==> src/rtl/baud_tick_gen.sv <==
// Programmable oversampling/baud tick generator with fractional divisor,
// handshaked runtime reconfiguration and RX phase re-alignment.
module baud_tick_gen #(
  parameter int DIV_W   = 16,
  parameter int FRAC_W  = 4,
  parameter int OSR     = 16,
  parameter int DEF_DIV = 27,
  parameter int PH_W    = $clog2(OSR)
) (
  input  logic              clk,
  input  logic              rst,
  input  logic              en,
  input  logic              cfg_valid,
  input  logic [DIV_W-1:0]  cfg_div,
  input  logic [FRAC_W-1:0] cfg_frac,
  output logic              cfg_ready,
  input  logic              resync,
  output logic              sample_tick,
  output logic              baud_tick,
  output logic [PH_W-1:0]   sample_phase,
  output logic              clk_sampling,
  output logic              clk_uart
);

  localparam logic [DIV_W-1:0] DEF_DIV_L = DIV_W'(DEF_DIV);
  localparam logic [PH_W-1:0]  PH_LAST   = PH_W'(OSR - 1);
  localparam logic [PH_W-1:0]  PH_HALF   = PH_W'(OSR / 2);

  logic [DIV_W-1:0]  div_r, div_s, cnt;
  logic [FRAC_W-1:0] frac_r, frac_s, acc;
  logic [PH_W-1:0]   phase;
  logic              pend;

  logic              terminal, apply, accept;
  logic [DIV_W-1:0]  div_eff, reload, cfg_div_clamped;
  logic [FRAC_W-1:0] frac_eff, acc_base;
  logic [FRAC_W:0]   acc_sum;
  logic [PH_W-1:0]   phase_inc;

  assign cfg_ready    = ~pend;
  assign sample_phase = phase;

  // A pending divisor is swapped in on the terminal cycle itself (or at once
  // while counting is paused), so the reload below already sees the new value.
  always_comb begin
    terminal        = en && !resync && (cnt == '0);
    apply           = pend && (terminal || !en);
    accept          = cfg_valid && !pend;
    cfg_div_clamped = (cfg_div == '0) ? DIV_W'(1) : cfg_div;
    div_eff         = apply ? div_s  : div_r;
    frac_eff        = apply ? frac_s : frac_r;
    acc_base        = apply ? '0     : acc;
    acc_sum         = {1'b0, acc_base} + {1'b0, frac_eff};
    reload          = div_eff - DIV_W'(1) + DIV_W'(acc_sum[FRAC_W]);
    phase_inc       = (phase == PH_LAST) ? '0 : phase + PH_W'(1);
  end

  always_ff @(posedge clk) begin
    if (!rst) begin
      div_r        <= DEF_DIV_L;
      frac_r       <= '0;
      div_s        <= DEF_DIV_L;
      frac_s       <= '0;
      cnt          <= '0;
      acc          <= '0;
      phase        <= '0;
      pend         <= 1'b0;
      sample_tick  <= 1'b0;
      baud_tick    <= 1'b0;
      clk_sampling <= 1'b0;
      clk_uart     <= 1'b0;
    end else begin
      sample_tick <= 1'b0;
      baud_tick   <= 1'b0;

      if (accept) begin
        div_s  <= cfg_div_clamped;
        frac_s <= cfg_frac;
        pend   <= 1'b1;
      end

      if (apply) begin
        div_r  <= div_s;
        frac_r <= frac_s;
        pend   <= 1'b0;
      end

      // Resync restarts the sample period without emitting a tick.
      if (en) begin
        if (resync) begin
          cnt      <= div_r - DIV_W'(1);
          acc      <= '0;
          phase    <= '0;
          clk_uart <= 1'b1;
        end else if (cnt == '0) begin
          sample_tick  <= 1'b1;
          baud_tick    <= (phase == PH_LAST);
          acc          <= acc_sum[FRAC_W-1:0];
          cnt          <= reload;
          phase        <= phase_inc;
          clk_sampling <= ~clk_sampling;
          clk_uart     <= (phase_inc < PH_HALF);
        end else begin
          cnt <= cnt - DIV_W'(1);
        end
      end else if (apply) begin
        acc <= '0;
      end
    end
  end

endmodule
==> config.mk <==
export PLATFORM = sky130hd
export DESIGN_NAME = baud_tick_gen
export DESIGN_NICKNAME = d
export VERILOG_FILES = /design/src/rtl/baud_tick_gen.sv
export SDC_FILE = /design/constraint.sdc
export NUM_CORES = 1
export LEC_CHECK = 0
export CAP_MARGIN = 20
export CORE_MARGIN = 2
export CORE_UTILIZATION = 50
export DETAILED_ROUTE_END_ITERATION = 10
export GPL_TIMING_DRIVEN = 0
export PLACE_DENSITY = 0.72
export RECOVER_POWER = 25
export SLEW_MARGIN = 20
export SYNTH_ARGS = -nofsm -noshare
export SYNTH_HDL_FRONTEND = slang
export SYNTH_SLANG_ARGS = --single-unit
==> constraint.sdc <==
create_clock -name clk -period 8.3 [get_ports clk]
set_input_delay 1.66 -clock clk [delete_from_list [all_inputs] [get_ports clk]]
set_output_delay 1.66 -clock clk [all_outputs]
set_load 0.02 [all_outputs]
Word-level counts from Yosys, hierarchy flattened. Cells that the tools add are included. W data, S select, Z words.

Bits of input ports: 25. Flip-flop bits (word level): 69. Logic and storage cells: 58. Output and inout port bits: 9.

Order comparisons: 1. Muxes and demuxes: 15. Reduce and logical (&&, ||, !) cells: 16. Equality and inequality tests: 2. Add/subtract/negate cells: 6. Bitwise operators: 6.

Operators by type and width (count): $mux W16 (4); $sub A16 B1 Y16 const B (3); $logic_not A16 Y1 (2); $mux W4 (8); $add A16 B1 Y16 (1); $not A1 Y1 (6); $add A4 B4 Y5 (1); $add A4 B1 Y4 const B (1); $eq A4 B4 Y1 const B (1); $logic_and A1 B1 Y1 (4); $lt A4 B4 Y1 const B (1); $reduce_or A4 Y1 (1); $logic_not A1 Y1 (3); $mux W1 (3); $ne A3 B1 Y1 const B (1); $reduce_and A3 Y1 (1); $reduce_or A3 Y1 (1); $reduce_and A2 Y1 (1); $reduce_bool A2 Y1 (1); $reduce_or A2 Y1 (1); $logic_or A1 B1 Y1 (1).

Depth between registers and ports, before layout. Gate-level depths: netlist of the first run.

Depth after elaboration: 10. Gate-level depth with buffers: 23. Mapped depth without buffers: 20.

Worst setup path before layout of the first run. No wires, ideal clock.

Path type: input to register. Start point: in resync. End point: reg cnt[11]. Buffers on the path: 5. Stages: 21. Library setup time: 0.132 ns. Path slack: 2.845 ns. Data required time: 8.168 ns. Arrival time: 5.323 ns. Path through: clkbuf_1 > nor3_1 > a21oi_1 > buf_2 > buf_1 > clkbuf_1 > and2_1 > ha_1 > inv_1 > fa_1 > inv_1 > a21o_1 > a21oi_1 > ha_1 > clkbuf_1 > or3b_2 > nor4_1 > xnor2_1 > nor2_1 > a2111oi_0 > nor4_1.

Word-level cells in the longest chain between the ends: 10. Elaborated cells between the ends (all ways): 13. Classes of those cells: 3 x add/sub; 5 x mux; 5 x reduce/logical.

RTL lines: start: declaration (line 17) `input logic resync,`; $logic_not A1 Y1 (line 46) `terminal = en && !resync && (cnt == '0);`; $logic_and A1 B1 Y1 (2 in series) (line 46); $logic_or A1 B1 Y1 (line 47) `apply = pend && (terminal || !en);`; $logic_and A1 B1 Y1 (line 47); $mux W16 (tied with other cells); $sub A16 B1 Y16 / $add A4 B4 Y5 (equally long branches) (line 54, 53); $add A16 B1 Y16 (line 54) `reload = div_eff - DIV_W'(1) + DIV_W'(acc_sum[FRAC_W]);`; $mux W16 (line 95) `end else if (cnt == '0) begin`; $mux W16 * (line 90) `if (resync) begin`; end signal: assignment (line 91) `cnt <= div_r - DIV_W'(1);`; end signal: assignment (line 99) `cnt <= reload;`; end signal: assignment (line 104) `cnt <= cnt - DIV_W'(1);`; end: declaration (line 29) `logic [DIV_W-1:0] div_r, div_s, cnt;`.

Every way passes the cells marked *; elsewhere a longest branch is shown, timed or not. A chain may end at the register's enable or synchronous reset.

Worst setup path after layout of the first run.
Start point: in en. End point: reg cnt[11].

Word-level cells in the longest chain between the ends: 9. Elaborated cells between the ends (all ways): 13. Classes of those cells: 3 x add/sub; 5 x mux; 5 x reduce/logical.

RTL lines: start: declaration (line 12) `input logic en,`; $logic_and A1 B1 Y1 (2 in series) (line 46); $logic_or A1 B1 Y1 (line 47); $logic_and A1 B1 Y1 (line 47); $mux W16 (tied with other cells); $sub A16 B1 Y16 / $add A4 B4 Y5 (equally long branches) (line 54, 53); $add A16 B1 Y16 (line 54); $mux W16 (line 95); $mux W16 (line 90).

Parallel ways exist; a longest one is shown, timed or not.

==> results of run 1 <==
-- state kept, by name, summed over array words and instances, names as in the netlist, 4 cells and up --
signal / cells
acc: 4
cnt: 16
div_r: 16
div_s: 16
frac_r: 4
frac_s: 4
sample_phase: 4
-- through the flow --
step | hold slack [ns] | util | cells
2_1_floorplan | 0.4357 | - | 564
3_3_place_gp | 0.4339 | 0.5732 | 700
3_5_place_dp | 0.4398 | 0.5732 | 700
4_1_cts | 0.4565 | 0.5958 | 716
5_1_grt | 0.4888 | 0.5958 | 716
6_report | 0.4478 | 0.5958 | 716
-- worst max-delay path, stage by stage --
cell and delay [ns]:
dlygate4sd3_1 0.60, nor2b_1 0.42, a21oi_1 0.07, buf_2 0.23, buf_1 0.34, clkbuf_1 0.34
and2_1 0.24, ha_1 0.19, inv_1 0.07, fa_1 0.20, inv_1 0.05, a21o_1 0.17
a21oi_1 0.24, ha_1 0.22, clkbuf_1 0.37, or3b_2 0.51, nor4_1 0.27, xnor2_1 0.16
nor2_1 0.05, a2111oi_0 0.54, nor4_1 0.11
-- area by class of cell --
type | count | area (sq um) | share of cell area
repair buffers | 31 | 310.3 | 0.06307
flip-flops and latches | 69 | 1381 | 0.2808
multi-input cells | 440 | 2690 | 0.5468
inverters | 19 | 71.32 | 0.01450
plain buffers | 36 | 148.9 | 0.03026
clock buffers | 11 | 151.4 | 0.03077
well taps | 105 | 131.4 | 0.02670
clock inverters | 5 | 35.03 | 0.007121
-- cell usage after synthesis (3+ instances only) --
master / count
nor4_1: 16
xnor2_1: 23
nand2b_1: 6
a21oi_1: 53
buf_1: 5
inv_1: 16
dfxtp_1: 69
a2111oi_0: 3
and3_1: 3
a21o_1: 3
o21ai_0: 18
o22ai_1: 3
xor2_1: 9
ha_1: 10
nand4_1: 4
and2_1: 5
mux2_2: 3
o221ai_1: 3
clkbuf_1: 27
a31oi_1: 4
nor2_1: 48
o311a_1: 3
or4_1: 9
a211oi_1: 8
nor3_1: 24
a311oi_1: 3
or3_1: 5
nand2_1: 86
a22oi_1: 5
nand4b_1: 3
a41oi_1: 3
nor2b_1: 4
nand3_1: 16
mux2i_1: 16
o211ai_1: 3
-- cells by family after synthesis --
family,after synthesis,share of synthesized area
compound gates,131,0.1959
xor+xnor,32,0.06531
fa+ha+maj,11,0.03382
buf+inv,55,0.05131
simple gates,247,0.2866
mux,19,0.04519
flops,69,0.3219
-- placed cells by master (no fill, tap or decap), types with 18 or more instances in the layout --
cell type / instances
nor2_1: 48
nand2_1: 86
nor3_1: 24
o21ai_0: 18
clkbuf_1: 27
a21oi_1: 53
clkdlybuf4s50_1: 29
xnor2_1: 23
dfxtp_1: 69
-- worst max path at each step --
stage	to	slack, ns	cells past startpoint
after floorplan	cnt[11]	2.85	21
after detailed placement	cnt[11]	1.26	21
final	cnt[11]	1.45	21
after CTS	cnt[11]	1.57	21
after global routing	cnt[11]	0.98	21
after global placement	cnt[11]	1.34	21
-- power by group through the flow --
stage	logic [mW]	registers (mW)	clock network (mW)
6_report	0.163	0.366	0.261
5_1_grt	0.178	0.368	0.278
3_5_place_dp	0.158	0.373	0
2_1_floorplan	0.109	0.369	0
4_1_cts	0.159	0.365	0.265
3_3_place_gp	0.158	0.372	0
-- routing by layer --
layer / up-vias / global-route usage / part of all wire / routed length (microns)
met5: - / 0 / 0 / 0
met4: 0 / 0.1203 / 0.030 / 388
met3: 34 / 0.02962 / 0.081 / 1054
met2: 217 / 0.4348 / 0.44 / 5648
met1: 2049 / 0.3848 / 0.45 / 5857
li1: 2129 / - / - / -
==> results by group, run 1 <==
Run status
  – Status: finished clean

Detailed routing
  – Vias: 4,429
  – Post-route ant nets: 0
  – Total Wirelength: 12.95 mm
  – Vias per std cell: 6.186
  – Routed wire length per instance: 18.08 microns
  – Residual DRC count: 0
  – Initial DRT Pass Iterations: 5
  – Starting DRT DRC Count: 409

Logic synthesis
  – Ys flop type: dfxtp_1
  – EDFF count, synth: 0
  – Post-Syn Instances: 564
  – Seq/Total Area, Yosys: 0.3219
  – Top cell type's share of synthesized area: 0.3219
  – Post-synth net total: 600
  – Seq cells post-synth: 69
  – Synth unique cells: 65
  – Synth top area cells: dfxtp_1 32%, nand2_1 7.5%, a21oi_1 6.2%, xnor2_1 4.7%, nor2_1 4.2%
  – Ys Warns: 0
  – Leading area contributor after synthesis: dfxtp_1
  – Ys async rst share: 0
  – Avg Synthesized Cell Area: ~7.6 sq um
  – Mapped Area: 4292 sq um

Critical path
  – Worst R2R Setup Slack: 2.24 ns
  – Critical path peak fanout: 10
  – Worst Setup SP: en
  – Start of the worst register-to-register path: cnt[0]
  – CP required: ~8.5 ns
  – FF-to-FF End: cnt[11]
  – Crit Path Class: input pin to flip-flop
  – Reg2reg path depth: 23
  – Worst Setup Start Kind: input pin
  – Critical Path Sink Type: flip-flop
  – WP data arrival: roughly 7.1 ns

Place
  – Gpl congestion: 0.9436
  – Dpl hpwl: about 9.8 mm
  – Number of port buffers: 31
  – Placed cell area: 4733 sq um
  – Pre-CTS WS: around 1.3 ns

Clocking
  – Cts bufs inserted: 9
  – Skew-Pair Late Insertion Delay: approximately 0.35 ns
  – Post-CTS setup buffer count: 0
  – H-tree lvl count: 3
  – Post_cts resized: 0
  – CTS tree: built
  – Root Buffer: clkbuf_8
  – Cts hold-fix bufs: 0
  – Worst-path clk slew: 0.08 ns
  – Worst-case clock buffer depth: 2
  – CTS Sinks: 69

Global routing
  – Initial antenna violation count: 0
  – GRT overflow: 0
  – Total global-route track usage: 0.2765
  – Vias in the first global route: approximately 4,100
  – First-pass GRT wire length: 20.94 mm
  – Largest net degree at the start of global routing: 13

STA
  – Setup_tns: 0 ns
  – Slew margin rel.: 0.3031
  – Final min period: 6.851 ns
  – Setup-failing EPs final: 0
  – Slew Limit Fails: 0
  – Setup WS post-layout: 1.449 ns
  – Fmax: 0.1460 GHz
  – Hold Vio Cnt, Final: 0
  – Worst-margin pin slew: 1.040 ns
  – Clk_skew: 0.01076 ns
  – Period utilization: 0.8254
  – RSZ-0062 raised after global routing: no

Power and ir drop
  – Sequential power share: 0.463
  – Clock power frac: 0.331
  – Sw power: 0.2562 mW
  – Sw frac: 0.3246
  – Maximum VDD drop: 107.0 uV
  – Power Dens Cells: roughly 160 nW/um^2
  – Pwr Total: 0.7892 mW
  – Internal: 0.5330 mW
  – LEAKAGE: 1.830 nW
  – Gate power share: 0.206

Min path
  – Hold WC Path Type: flip-flop to flip-flop
  – WHS Path Cells: 2
  – Worst Hold End: clk_uart
  – Worst Hold Launch: clk_uart

Finish
  – ANT cells: 0
  – Share of layout cells above drive strength 1: 0.05728
  – Layout Nets: 642
  – Area Growth Syn to Fin: 14.64%
  – Final Cell Area: about 4900 sq um
  – Fillers: 788

Floorplan
  – Die height: 96.65 microns
  – I/O pins: 34
  – Die width: 96.65 microns
  – Die Area: 9340 sq um
  – Core ar.: 8258 sq um
  – Initial Util: 0.5197
  – FP Rows: 33

Flow run
  – Max-cap violations: 0
Power figures use the tool's default switching activity.
==> run 2: changes to the inputs <==
- clock period: 8.3 -> 7.1 ns (I/O delays scaled with it)
==> run 2 against run 1 <==
Routed wire length is essentially flat. Die area stayed put. Highest routed layer unchanged. Largest power group unchanged. Count of clock-buffer cells in the layout stayed put. Worst hold slack stayed put.
==> results by group, run 2 (synthesis results as in run 1) <==
Floorplan
  – Core ar.: 8258 sq um (unchanged)
  – Initial Util: 0.5197 (unchanged)
  – I/O pins: 34 (unchanged)
  – Die height: 96.65 microns (unchanged)
  – Die Area: 9340 sq um (unchanged)
  – Die width: 96.65 microns (unchanged)
  – FP Rows: 33 (unchanged)

Clocking
  – Worst-case clock buffer depth: 2 (unchanged)
  – Skew-Pair Late Insertion Delay: 0.35 ns (about the same)
  – CTS tree: built (unchanged)
  – Root Buffer: clkbuf_8 (unchanged)
  – H-tree lvl count: 3 (unchanged)
  – Post_cts resized: 0 (unchanged)
  – Post-CTS setup buffer count: 0 (unchanged)
  – Cts hold-fix bufs: 0 (unchanged)
  – Cts bufs inserted: 9 (unchanged)
  – Worst-path clk slew: 0.08 ns (about the same)
  – CTS Sinks: 69 (unchanged)

Critical path
  – Critical path peak fanout: 10 (unchanged)
  – Crit-path max cell delay: 0.54 ns (was 0.60 ns)
  – Worst-path cell chain: clkdlybuf4s50_1, nor2b_1, a21oi_1, buf_2, buf_1, clkbuf_1, and2_1, ha_1, inv_1, fa_1, inv_1, a21o_1, a21oi_1, ha_1, clkbuf_1, or3b_2, nor4_1, xnor2_1, nor2_1, a2111oi_0, nor4_1 (was dlygate4sd3_1, nor2b_1, a21oi_1, buf_2, buf_1, clkbuf_1, and2_1, ha_1, inv_1, fa_1, inv_1, a21o_1, a21oi_1, ha_1, clkbuf_1, or3b_2, nor4_1, xnor2_1, nor2_1, a2111oi_0, nor4_1)
  – Slowest library cell on the worst path: a2111oi_0 (was dlygate4sd3_1)
  – WP data arrival: 6.71 ns (was 7.05 ns)
  – Delay-heaviest family, CP: buffers and inverters (unchanged)
  – Crit Path Class: input pin to flip-flop (unchanged)
  – CP required: 7.30 ns (was 8.50 ns)
  – CP Buf/Inv Count: 7 (unchanged)
  – Critical Path Sink Type: flip-flop (unchanged)
  – Worst Setup Start Kind: input pin (unchanged)

Power and ir drop
  – Power Dens Cells: 187.5 nW/um^2 (was 160.4 nW/um^2)
  – Sw power: 0.2994 mW (was 0.2562 mW)
  – Gate power share: 0.206 (about the same)
  – Clock power frac: 0.330 (was 0.331)
  – Internal: 0.6232 mW (was 0.5330 mW)
  – Sequential power share: 0.463 (about the same)
  – Maximum VDD drop: 125.1 uV (was 107.0 uV)
  – LEAKAGE: 1.830 nW (about the same)
  – Sw frac: 0.3245 (was 0.3246)

STA
  – Slew Limit Fails: 0 (unchanged)
  – Period utilization: 0.9158
  – Final min period: 6.502 ns
  – Setup_tns: 0 ns (unchanged)
  – Setup-failing EPs final: 0 (unchanged)
  – Fmax: 0.1538 GHz
  – Slew margin rel.: 0.3033 (was 0.3031)
  – Setup WS post-layout: 0.5981 ns (was 1.449 ns)
  – RSZ-0062 raised after global routing: no (unchanged)
  – Worst-margin pin slew: 1.039 ns (was 1.040 ns)
  – Hold Vio Cnt, Final: 0 (unchanged)
  – Clk_skew: 0.01088 ns (was 0.01076 ns)

Detailed routing
  – Post-route ant nets: 0 (unchanged)
  – Vias: 4,433 (was 4,429)
  – Routed wire length per instance: 18.08 microns (about the same)
  – Residual DRC count: 0 (unchanged)
  – Initial DRT Pass Iterations: 5 (unchanged)
  – Starting DRT DRC Count: 405 (was 409)
  – Vias per std cell: 6.191 (was 6.186)
  – Total Wirelength: 12.95 mm (about the same)

Place
  – Pre-CTS WS: 0.2976 ns (was 1.258 ns)
  – Dpl hpwl: 9.761 mm (unchanged)
  – Number of port buffers: 31 (unchanged)
  – Gpl congestion: 0.9436 (unchanged)

Run status
  – Status: finished clean (unchanged)

Global routing
  – Initial antenna violation count: 0 (unchanged)
  – GRT overflow: 0 (unchanged)
  – Total global-route track usage: 0.2765 (unchanged)
  – First-pass GRT wire length: 20.94 mm (unchanged)
  – Largest net degree at the start of global routing: 13 (unchanged)
  – Vias in the first global route: 4,130 (unchanged)

Finish
  – Largest registers: cnt: 16 flops, div_r: 16 flops, div_s: 16 flops (unchanged)
  – Area Growth Syn to Fin: 14.64% (unchanged)
  – Share of layout cells above drive strength 1: 0.05728 (unchanged)
  – ANT cells: 0 (unchanged)
  – Most frequent cells in the layout: 86 x nand2_1, 69 x dfxtp_1, 53 x a21oi_1 (unchanged)
  – Commonest non-fill, non-tap cell in the layout: nand2_1 (unchanged)
  – Layout Nets: 642 (unchanged)

Min path
  – Hold WC Path Type: flip-flop to flip-flop (unchanged)

Flow run
  – Max-cap violations: 0 (unchanged)
## run 2: changes by cell type in the layout (fill, tap and decap cells not counted)
cell	change
dlygate4sd3_1	-1
clkdlybuf4s50_1	+1
## run 2: power groups by stage
stage | registers (mW) | logic (mW) | clock network [mW]
3_5_place_dp | 0.436 | 0.185 | 0
6_report | 0.428 | 0.190 | 0.305
4_1_cts | 0.427 | 0.186 | 0.309
5_1_grt | 0.431 | 0.208 | 0.325
3_3_place_gp | 0.435 | 0.185 | 0
2_1_floorplan | 0.431 | 0.127 | 0
## run 2: final cells by class
type | count | area (sq um)
Fill cell | 788 | 3338
Timing Repair Buffer | 31 | 310.3
Clock buffer | 11 | 151.4
Buffer | 36 | 148.9
Tap cell | 105 | 131.4
Inverter | 19 | 71.32
Clock inverter | 5 | 35.03
Sequential cell | 69 | 1381
Multi-Input combinational cell | 440 | 2690
## run 2: layer usage
metal  vias up  GRT usage  routed length [microns]
met4         0     0.1203                      388
met3        34    0.02962                     1045
met2       217     0.4348                     5646
met1      2051     0.3848                     5864
li1       2131          -                        -
met5         -          0                        0
## run 2: worst paths after layout
| kind | start | to | slack [ns] | cells after the start |
|---|---|---|---|---|
| worst max-delay path | en | cnt[11] | 0.60 | 21 |
| worst min-delay path | clk_uart | clk_uart | 0.45 | 2 |
| worst max register to register | cnt[0] | cnt[11] | 1.05 | 23 |
| worst min register to register | clk_uart | clk_uart | 0.45 | 2 |
## run 2: metrics by stage
step	area [sq um]	total power, mW	hold WS, ns	utilization	std cells
4_1_cts	4920	0.9229	0.4565	0.5958	716
3_3_place_gp	4733	0.6199	0.4339	0.5732	700
6_report	4920	0.9226	0.4478	0.5958	716
5_1_grt	4920	0.9634	0.4888	0.5958	716
3_5_place_dp	4733	0.6213	0.4398	0.5732	700
2_1_floorplan	4292	0.5579	0.4357	-	564
## run 2: worst reg2reg max path, delay by kind of cell, from the launching register on
kind                     cells  cell delay (ns)
AO/OA/AOI/OAI                4             1.06
XOR/XNOR                     1             0.16
adder cells (fa/ha/maj)      4             0.78
buffers and inverters        7             1.50
flip-flops                   1             0.34
AND/OR/NAND/NOR              7             2.09
==> run 3: changes to the inputs <==
- CORE_UTILIZATION: 50 -> 59
- PLACE_DENSITY: 0.72 -> 0.83
==> run 3 against run 2 <==
Via count decreased by 0.11%. Worst hold slack improved by 0.0019 ns. Routed wire length decreased by 4.3%. Cell area decreased by 0.41%. Critical path type unchanged. Count of clock-buffer cells in the layout decreased by 1. First-iteration DRC count increased by 33%. Sequential cell count unchanged. Register-to-register slack improved by 0.20 ns. Largest cell class unchanged. Global-route usage increased by 4.8 points. Cell count decreased by 0.98%. Non-clock buffer count unchanged.
==> results by group, run 3 (synthesis results as in run 1) <==
Run status
  – Status: finished clean (unchanged)

Global routing
  – GRT overflow: 0 (unchanged)
  – First-pass GRT wire length: 19.54 mm (was 20.94 mm)
  – Vias in the first global route: 3,948 (was 4,130)
  – Largest net degree at the start of global routing: 13 (unchanged)
  – Initial antenna violation count: 0 (unchanged)
  – Total global-route track usage: 0.3246 (was 0.2765)

Finish
  – Fillers: 640 (was 788)
  – Storage cell area: 1381 sq um (unchanged)
  – Layout Nets: 642 (unchanged)
  – Share of layout cells above drive strength 1: 0.05574 (was 0.05728)
  – Multi-input logic area: 2690 sq um (unchanged)
  – Most frequent cells in the layout: 86 x nand2_1, 69 x dfxtp_1, 53 x a21oi_1 (unchanged)
  – Largest registers: cnt: 16 flops, div_r: 16 flops, div_s: 16 flops (unchanged)
  – Final Cell Area: 4900 sq um (was 4920 sq um)
  – Commonest non-fill, non-tap cell in the layout: nand2_1 (unchanged)
  – Area Growth Syn to Fin: 14.17% (was 14.64%)
  – Non-filler cells in the finished layout: 709 (was 716)
  – ANT cells: 0 (unchanged)

Floorplan
  – Die height: 89.29 microns (was 96.65 microns)
  – Initial Util: 0.6013 (was 0.5197)
  – Die Area: 7972 sq um (was 9340 sq um)
  – FP Rows: 31 (was 33)
  – Die width: 89.29 microns (was 96.65 microns)
  – I/O pins: 34 (unchanged)
  – Core ar.: 7137 sq um (was 8258 sq um)

Clocking
  – Worst-case clock buffer depth: 2 (unchanged)
  – H-tree lvl count: 3 (unchanged)
  – Root Buffer: clkbuf_8 (unchanged)
  – Post-CTS setup buffer count: 0 (unchanged)
  – Cts hold-fix bufs: 0 (unchanged)
  – CTS Sinks: 69 (unchanged)
  – Cts bufs inserted: 9 (unchanged)
  – Skew-Pair Late Insertion Delay: 0.35 ns (about the same)
  – CTS tree: built (unchanged)
  – Worst-path clk slew: 0.08 ns (about the same)
  – Post_cts resized: 0 (unchanged)

Critical path
  – Critical path peak fanout: 10 (unchanged)
  – CP required: 7.32 ns (was 7.30 ns)
  – Worst R2R Setup Slack: 1.25 ns (was 1.05 ns)
  – Worst-path cell chain: clkdlybuf4s50_1, nor2b_1, a21oi_1, buf_2, buf_1, clkbuf_1, and2_1, ha_1, inv_1, fa_1, inv_1, a21o_1, a21oi_1, ha_1, clkbuf_1, or3b_2, nor4_1, xnor2_1, nor2_1, a2111oi_0, nor4_1 (unchanged)
  – Crit-path max cell delay: 0.52 ns (was 0.54 ns)
  – Critical Path Sink Type: flip-flop (unchanged)
  – WP data arrival: 6.44 ns (was 6.71 ns)
  – Worst Setup Start Kind: input pin (unchanged)
  – Slowest library cell on the worst path: or3b_2 (was a2111oi_0)
  – Crit Path Class: input pin to flip-flop (unchanged)

Place
  – Inst Count DP: 694 (was 700)
  – Dpl hpwl: 9.243 mm (was 9.761 mm)
  – Gpl congestion: 0.9531 (was 0.9436)
  – Number of port buffers: 31 (unchanged)
  – Placed cell area: 4726 sq um (was 4733 sq um)

STA
  – Setup_tns: 0 ns (unchanged)
  – Worst-margin pin slew: 0.8937 ns (was 1.039 ns)
  – RSZ-0062 raised after global routing: no (unchanged)
  – Hold_ws: 0.4498 ns (was 0.4478 ns)
  – Setup-failing EPs final: 0 (unchanged)
  – Fmax: 0.1608 GHz (was 0.1538 GHz)
  – Period utilization: 0.8758 (was 0.9158)
  – Slew margin rel.: 0.4010 (was 0.3033)
  – Slew Limit Fails: 0 (unchanged)
  – Final min period: 6.218 ns (was 6.502 ns)
  – Hold Vio Cnt, Final: 0 (unchanged)
  – Clk_skew: 0.01468 ns (was 0.01088 ns)

Detailed routing
  – Initial DRT Pass Iterations: 5 (unchanged)
  – Post-route ant nets: 0 (unchanged)
  – Vias: 4,428 (was 4,433)
  – Starting DRT DRC Count: 540 (was 405)
  – Total Wirelength: 12.39 mm (was 12.95 mm)
  – Residual DRC count: 0 (unchanged)
  – Routed wire length per instance: 17.48 microns (was 18.08 microns)
  – Vias per std cell: 6.245 (was 6.191)

Min path
  – Hold WC Path Type: flip-flop to flip-flop (unchanged)

Power and ir drop
  – Maximum VDD drop: 119.5 uV (was 125.1 uV)
  – LEAKAGE: 1.815 nW (was 1.830 nW)
  – Power Dens Cells: 186.3 nW/um^2 (was 187.5 nW/um^2)

Flow run
  – Max-cap violations: 0 (unchanged)
==> run 3: cell types whose count changed in the layout (fill, tap and decap cells not counted), sizes merged <==
cell	previous run	this run
clkbuf	38	37
clkinv	6	3
inv	17	18
clkinvlp	1	3
==> run 3: worst max-delay path: cells and delay by family <==
kind	cells	cell delay [ns]
buffers and inverters	7	1.83
and+or+nand+nor	6	1.56
AOI/OAI and AO/OA	4	0.86
xor gates and xnor gates	1	0.16
adders and majority gates	3	0.61
==> run 3: final timing paths <==
kind | startpoint | endpoint | cells after the start
worst max register to register | cnt[0] | cnt[11] | 23
worst max-delay path | en | cnt[11] | 21
worst min-delay path | clk_uart | clk_uart | 2
worst min register to register | clk_uart | clk_uart | 2
==> run 3: through the flow <==
step / total power [mW] / setup slack, ns / utilization
6_report: 0.9130 / 0.8821 / 0.6865
5_1_grt: 0.9482 / 0.5829 / 0.6865
4_1_cts: 0.9053 / 0.9127 / 0.6865
3_5_place_dp: 0.6200 / 0.5488 / 0.6622
3_3_place_gp: 0.6163 / 0.5937 / 0.6622
2_1_floorplan: 0.5579 / 1.885 / -
==> run 3: cell type report <==
class / instances / area share
Buffer: 36 / 0.03039
Clock buffer: 10 / 0.02809
Clock inverter: 5 / 0.007406
Inverter: 19 / 0.01456
Multi-Input combinational cell: 440 / 0.5490
Sequential cell: 69 / 0.2819
Tap cell: 99 / 0.02528
Timing Repair Buffer: 31 / 0.06333
==> run 3: per-layer routing <==
layer  wire length [microns]  track usage  vias up
li1                        -            -     2120
met1                    5314       0.4469     2021
met2                    5570       0.4943      248
met3                    1073      0.06094       39
met4                     433       0.1479        0
met5                       0            0        -
==> run 3: report_power, final <==
part	leakage [nW]	switching [mW]	total, mW	internal (mW)
clock network	0.0808	0.160	0.295	0.135
registers	0.563	0.0213	0.427	0.406
logic	1.17	0.119	0.190	0.0715
